### src/rtl/uart_pkg.sv
// Shared constants for the buffered 8N1 UART transmitter.
// Holds the FSM encoding, default sizing and frame format.
package uart_pkg;

    localparam logic [1:0] ST_IDLE  = 2'd0;
    localparam logic [1:0] ST_START = 2'd1;
    localparam logic [1:0] ST_DATA  = 2'd2;
    localparam logic [1:0] ST_STOP  = 2'd3;

    typedef enum logic [1:0] {
        IDLE  = ST_IDLE,
        START = ST_START,
        DATA  = ST_DATA,
        STOP  = ST_STOP
    } tx_state_e;

    localparam int DIV_DEFAULT   = 104;
    localparam int DEPTH_DEFAULT = 4;

    localparam int DATA_BITS = 8;
    localparam int STOP_BITS = 1;

endpackage

### src/rtl/uart_fifo.sv
// Synchronous DEPTH x WIDTH FIFO with registered full/empty flags.
// Read data is the head entry; no write-to-read bypass.
module uart_fifo
    import uart_pkg::*;
#(
    parameter int DEPTH = DEPTH_DEFAULT,
    parameter int WIDTH = DATA_BITS
) (
    input  logic             clk,
    input  logic             rst_n,
    input  logic             push_i,
    input  logic [WIDTH-1:0] wdata_i,
    input  logic             pop_i,
    output logic [WIDTH-1:0] rdata_o,
    output logic             full_o,
    output logic             empty_o
);

    localparam int AW = $clog2(DEPTH);

    logic [AW:0]      wptr_q, wptr_d;
    logic [AW:0]      rptr_q, rptr_d;
    logic             full_q, empty_q;
    logic             do_push, do_pop;
    logic [WIDTH-1:0] mem_q [DEPTH];

    assign do_push = push_i & ~full_q;
    assign do_pop  = pop_i & ~empty_q;

    always_comb begin
        wptr_d = wptr_q;
        rptr_d = rptr_q;
        if (do_push) wptr_d = wptr_q + (AW+1)'(1);
        if (do_pop)  rptr_d = rptr_q + (AW+1)'(1);
    end

    // Flags come from the next pointers so they are valid right after the edge.
    always_ff @(posedge clk or negedge rst_n) begin
        if (!rst_n) begin
            wptr_q  <= '0;
            rptr_q  <= '0;
            full_q  <= 1'b0;
            empty_q <= 1'b1;
        end else begin
            wptr_q  <= wptr_d;
            rptr_q  <= rptr_d;
            full_q  <= (wptr_d[AW] != rptr_d[AW]) &&
                       (wptr_d[AW-1:0] == rptr_d[AW-1:0]);
            empty_q <= (wptr_d == rptr_d);
        end
    end

    always_ff @(posedge clk) begin
        if (do_push) mem_q[wptr_q[AW-1:0]] <= wdata_i;
    end

    assign rdata_o = mem_q[rptr_q[AW-1:0]];
    assign full_o  = full_q;
    assign empty_o = empty_q;

endmodule

### src/rtl/uart_tx_buf.sv
// Buffered 8N1 UART transmitter: ack handshake, FIFO, baud counter
// and a registered TX FSM that streams frames back to back.
module uart_tx_buf
    import uart_pkg::*;
#(
    parameter int DIV   = DIV_DEFAULT,
    parameter int DEPTH = DEPTH_DEFAULT
) (
    input  logic       clk,
    input  logic       rst_n,
    input  logic       uart_valid,
    input  logic [7:0] uart_data,
    output logic       uart_ack,
    output logic       tx,
    output logic       busy
);

    localparam int            CW        = $clog2(DIV);
    localparam logic [CW-1:0] CNT_MAX   = CW'(DIV - 1);
    localparam logic [2:0]    DATA_LAST = 3'(DATA_BITS - 1);
    localparam logic [2:0]    STOP_LAST = 3'(STOP_BITS - 1);

    tx_state_e     state_q, state_d;
    logic [CW-1:0] cnt_q, cnt_d;
    logic [2:0]    idx_q, idx_d;
    logic [7:0]    shift_q, shift_d;
    logic          tx_q, tx_d;
    logic          ack_q, busy_q;
    logic          push, pop, full, empty, tick;
    logic [7:0]    rdata;

    // The ~ack_q term keeps the byte still held in the ack cycle from being taken twice.
    assign push = uart_valid & ~ack_q & ~full;
    assign tick = (cnt_q == CNT_MAX);

    uart_fifo #(
        .DEPTH (DEPTH),
        .WIDTH (DATA_BITS)
    ) u_fifo (
        .clk     (clk),
        .rst_n   (rst_n),
        .push_i  (push),
        .wdata_i (uart_data),
        .pop_i   (pop),
        .rdata_o (rdata),
        .full_o  (full),
        .empty_o (empty)
    );

    always_comb begin
        state_d = state_q;
        cnt_d   = tick ? '0 : cnt_q + CW'(1);
        idx_d   = idx_q;
        shift_d = shift_q;
        pop     = 1'b0;
        unique case (state_q)
            IDLE: begin
                cnt_d = '0;
                if (!empty) begin
                    pop     = 1'b1;
                    shift_d = rdata;
                    state_d = START;
                end
            end
            START: begin
                if (tick) begin
                    idx_d   = '0;
                    state_d = DATA;
                end
            end
            DATA: begin
                if (tick) begin
                    if (idx_q == DATA_LAST) begin
                        idx_d   = '0;
                        state_d = STOP;
                    end else begin
                        idx_d   = idx_q + 3'd1;
                        shift_d = shift_q >> 1;
                    end
                end
            end
            STOP: begin
                if (tick) begin
                    if (idx_q != STOP_LAST) begin
                        idx_d = idx_q + 3'd1;
                    end else if (!empty) begin
                        pop     = 1'b1;
                        shift_d = rdata;
                        state_d = START;
                    end else begin
                        state_d = IDLE;
                    end
                end
            end
            default: state_d = IDLE;
        endcase
    end

    // The pin level is derived from the next state so it changes with the state register.
    always_comb begin
        tx_d = 1'b1;
        if (state_d == START)     tx_d = 1'b0;
        else if (state_d == DATA) tx_d = shift_d[0];
    end

    always_ff @(posedge clk or negedge rst_n) begin
        if (!rst_n) begin
            state_q <= IDLE;
            cnt_q   <= '0;
            idx_q   <= '0;
            shift_q <= '0;
            tx_q    <= 1'b1;
            ack_q   <= 1'b0;
            busy_q  <= 1'b0;
        end else begin
            state_q <= state_d;
            cnt_q   <= cnt_d;
            idx_q   <= idx_d;
            shift_q <= shift_d;
            tx_q    <= tx_d;
            ack_q   <= push;
            busy_q  <= (state_q != IDLE) | ~empty;
        end
    end

    assign uart_ack = ack_q;
    assign tx       = tx_q;
    assign busy     = busy_q;

endmodule

### config.mk
export PLATFORM = sky130hd
export DESIGN_NAME = uart_tx_buf
export DESIGN_NICKNAME = d
export VERILOG_FILES = /design/src/rtl/uart_pkg.sv /design/src/rtl/uart_fifo.sv /design/src/rtl/uart_tx_buf.sv
export SDC_FILE = /design/constraint.sdc
export NUM_CORES = 1
export LEC_CHECK = 0
export CAP_MARGIN = 20
export CORE_UTILIZATION = 50
export CTS_CLUSTER_DIAMETER = 200
export DETAILED_ROUTE_END_ITERATION = 8
export GPL_TIMING_DRIVEN = 0
export PLACE_DENSITY = 0.67
export SLEW_MARGIN = 25
export SYNTH_ARGS = -nofsm -noshare
export SYNTH_HDL_FRONTEND = slang
export SYNTH_SLANG_ARGS = --single-unit
### constraint.sdc
create_clock -name clk -period 2.7 [get_ports clk]
set_clock_uncertainty 0.1 [all_clocks]
set_input_delay 0.54 -clock clk [delete_from_list [all_inputs] [get_ports clk]]
set_output_delay 0.54 -clock clk [all_outputs]
set_load 0.02 [all_outputs]
==> impl_metrics.env <==
export IMPL_synthFlopType="edfxtp_1"
export IMPL_rows=28
export IMPL_cts_root_buffer="clkbuf_8"
export IMPL_crit_arrival_ns=2.64
export IMPL_fin_total_pwr_mw=3.39
export IMPL_finalCriticalPeriod_ns=2.52
export IMPL_holdBufCountCts=0
export IMPL_grtUsageTotal_pct=18.7
export IMPL_switchingPower_mw=1.16
export IMPL_rsz0062_at_grt="false"
export IMPL_yosysWarnings=0
export IMPL_core_mm2=0.00596
export IMPL_path_cells="clkdlybuf4s50_1, nor3b_2, and2_1, xor2_1, xor3_1, a21boi_1"
export IMPL_wl_per_cell_um=15.4
export IMPL_via_per_inst=5.57
export IMPL_r2r_slack_ns=0.33
export IMPL_grt_start_max_net_pins=18
export IMPL_critPathKind="input port to flip-flop"
export IMPL_ant_nets=0
export IMPL_start_util_pct=51.8
export IMPL_p_sw_share_pct=34.3
export IMPL_slowest_delay_ns=0.51
export IMPL_clock_path_buffers=2
export IMPL_clock_latency_ns=0.34
export IMPL_cts_buffers=9
export IMPL_final_hold_violation_count=0
export IMPL_synth_async_reset_ratio_pct=49.2
export IMPL_final_max_slew_viol_count=0
export IMPL_wirelength_mm=5.25
export IMPL_clockPowerShare_pct=21.3
export IMPL_fin_cells=340
export IMPL_fin_nets=285
export IMPL_crit_buf_inv=1
export IMPL_setup_viol=0
export IMPL_clk_pin_slew_ns=0.08
export IMPL_postSynthAreaPerCell_um2=13.1
export IMPL_cts_htree_levels=3
export IMPL_rr_startpoint="state_q[0]"
export IMPL_gp_congestion=0.821
export IMPL_gr_total_overflow=0
export IMPL_dp_cells=324
export IMPL_p_int_mw=2.23
export IMPL_dp_final_hpwl_mm=3.65
export IMPL_cp_required_ns=2.82
export IMPL_cts_tree="yes"
export IMPL_cp_max_fo=9
export IMPL_synth_distinct_cells=49
export IMPL_leakagePower_nw=1.34
export IMPL_synth_cells=235
export IMPL_ir_drop_uv=634
export IMPL_hp_class="input port to async pin"
export IMPL_synth_area_mm2=0.00309
export IMPL_cp_end_kind="flip-flop"
export IMPL_r2r_cells=9
export IMPL_cts_sinks=63
export IMPL_die_w_um=80.6
export IMPL_drive_above_1_share_pct=15.1
export IMPL_max_freq_mhz=397
export IMPL_grt_pass1_vias=1854
export IMPL_fin_util_pct=58.9
export IMPL_die_area_mm2=0.00649
export IMPL_first_pass_iters=4
export IMPL_drtIter0Drc=114
export IMPL_pwr_share_seq_pct=40.7
export IMPL_pwr_share_comb_pct=38.0
export IMPL_hold_ws_ns=0.0403
export IMPL_reg2reg_to="shift_q[2]"
export IMPL_syn_to_final_growth_pct=13.6
export IMPL_p_per_area_mw_per_mm2=967
export IMPL_fin_setup_tns_ns=0
export IMPL_status="complete, no violations"
export IMPL_antenna_cells=0
export IMPL_drv_cap=0
export IMPL_fin_crit_sh_pct=93.3
export IMPL_critPathTopFamily="simple AND/OR/NAND/NOR gates"
export IMPL_syn_nets=260
export IMPL_yosysSeqAreaShare_pct=56.3
export IMPL_synth_edf_count=32
export IMPL_antenna_found_initial=0
export IMPL_die_h_um=80.6
export IMPL_slew_headroom_pct=59.4
export IMPL_ys_ff_latch=63
export IMPL_tightest_slew_ns=0.609
export IMPL_ios=14
export IMPL_startpoint_type="input port"
export IMPL_critPathSlowestCell="and2_1"
export IMPL_vias=1895
export IMPL_grt_pass1_wl_mm=8.86
export IMPL_placement_io_buffers=13
export IMPL_nFillCells=478
export IMPL_drc_errors=0
==> synthesized netlist by cell type (2+ instances only) <==
library cell   n  area [um^2]
a21oi_1        4         20.0
nor3b_1        2         15.0
nand2_1        9         33.8
and2_1         6         37.5
edfxtp_1      32          961
a31oi_1        2         12.5
nor2b_1        5         31.3
mux2i_1       11          110
xnor2_1        6         52.6
o21a_1         7         52.6
nor3_1         5         25.0
xor2_1         5         43.8
ha_1          14          175
dfrtp_1       29          726
and3_1         4         25.0
nor2_1        12         45.0
o211ai_1       2         15.0
a2bb2oi_1      6         52.6
buf_2          4         20.0
clkbuf_1       7         26.3
o21ai_0       15         75.1
inv_1          9         33.8
mux4_2         8          180
nand2b_1       2         12.5
nand3_1        4         20.0
dfstp_2        2         52.6
==> placed cells by master, fill, tap and decap left out, types with 6 or more instances in the layout <==
master / n
a2bb2oi_1: 6
and2_1: 6
clkbuf_1: 7
clkbuf_8: 9
clkdlybuf4s50_1: 12
dfrtp_1: 29
edfxtp_1: 32
ha_1: 14
inv_1: 9
mux2i_1: 11
mux4_2: 8
nand2_1: 9
nor2_1: 12
o21a_1: 7
o21ai_0: 14
xnor2_1: 6
==> sequential cells by signal, summed over array words and instances (netlist names), 2 cells and up <==
register	flops
state_q	2
cnt_q	7
u_fifo.wptr_q	3
idx_q	3
u_fifo.mem_q	32
u_fifo.rptr_q	3
shift_q	8
==> cell families after synthesis <==
group                    synth area share (%)
AO/OA/AOI/OAI                            9.77
adder cells (fa/ha/maj)                  5.67
multiplexers                             9.77
AND/OR/NAND/NOR                          11.8
XOR/XNOR                                 3.89
buffers and inverters                    2.84
flip-flops                               56.3
==> power groups by stage <==
stage               combinational (mW)  sequential [mW]  clock [mW]
floorplan                         1.01             1.38           0
global placement                  1.27             1.39           0
detailed placement                1.30             1.40           0
CTS                               1.30             1.38       0.735
global route                      1.44             1.41       0.780
finish                            1.29             1.38       0.722
==> stage by stage <==
stage | area [um^2] | setup slack [ns]
global route | 3510 | 0.0125
detailed placement | 3330 | -0.223
finish | 3510 | 0.182
global placement | 3310 | -0.194
CTS | 3510 | 0.149
floorplan | 3090 | 0.559
==> metal layers <==
metal	vias to the layer above	GRT usage, %	routed length [um]
met5	-	0	0
met4	0	9.64	75
met3	9	4.20	164
met2	39	28.6	2480
met1	928	24.7	2530
li1	919	-	-
==> worst max path at each step <==
stage                     startpoint             to  slack, ns  cells after the start
final                     uart_valid  u_fifo.full_o       0.18                      6
after global routing      uart_valid  u_fifo.full_o       0.01                      6
after detailed placement  uart_valid  u_fifo.full_o      -0.22                      6
after CTS                 uart_valid  u_fifo.full_o       0.15                      6
after floorplan           uart_valid  u_fifo.full_o       0.56                      5
after global placement    uart_valid  u_fifo.full_o      -0.19                      6
==> worst reg2reg max path: stages, from the launching register on <==
cell      delay [ns]
dfrtp_1         0.42
inv_1           0.13
ha_1            0.15
clkbuf_1        0.30
nor3b_1         0.24
a31oi_1         0.07
o21ai_1         0.34
buf_2           0.29
o21ai_0         0.12
o21a_1          0.13
==> final cells by class <==
cell class	count	area [um^2]	share of cell area [%]
flip-flops and latches	63	1740	49.6
multi-input cells	151	1260	36.0
repair buffers	14	153	4.35
clock buffers	9	124	3.53
well taps	75	93.8	2.68
plain buffers	12	53.8	1.53
clock inverters	7	48.8	1.39
inverters	9	33.8	0.963
==> timing repair <==
item / in CTS / in global routing
setup buffers: 0 / 0
endpoints found under the setup margin: 0 / 4
resized for setup: 0 / 1
No activity file was read; power rests on OpenSTA's default activity.
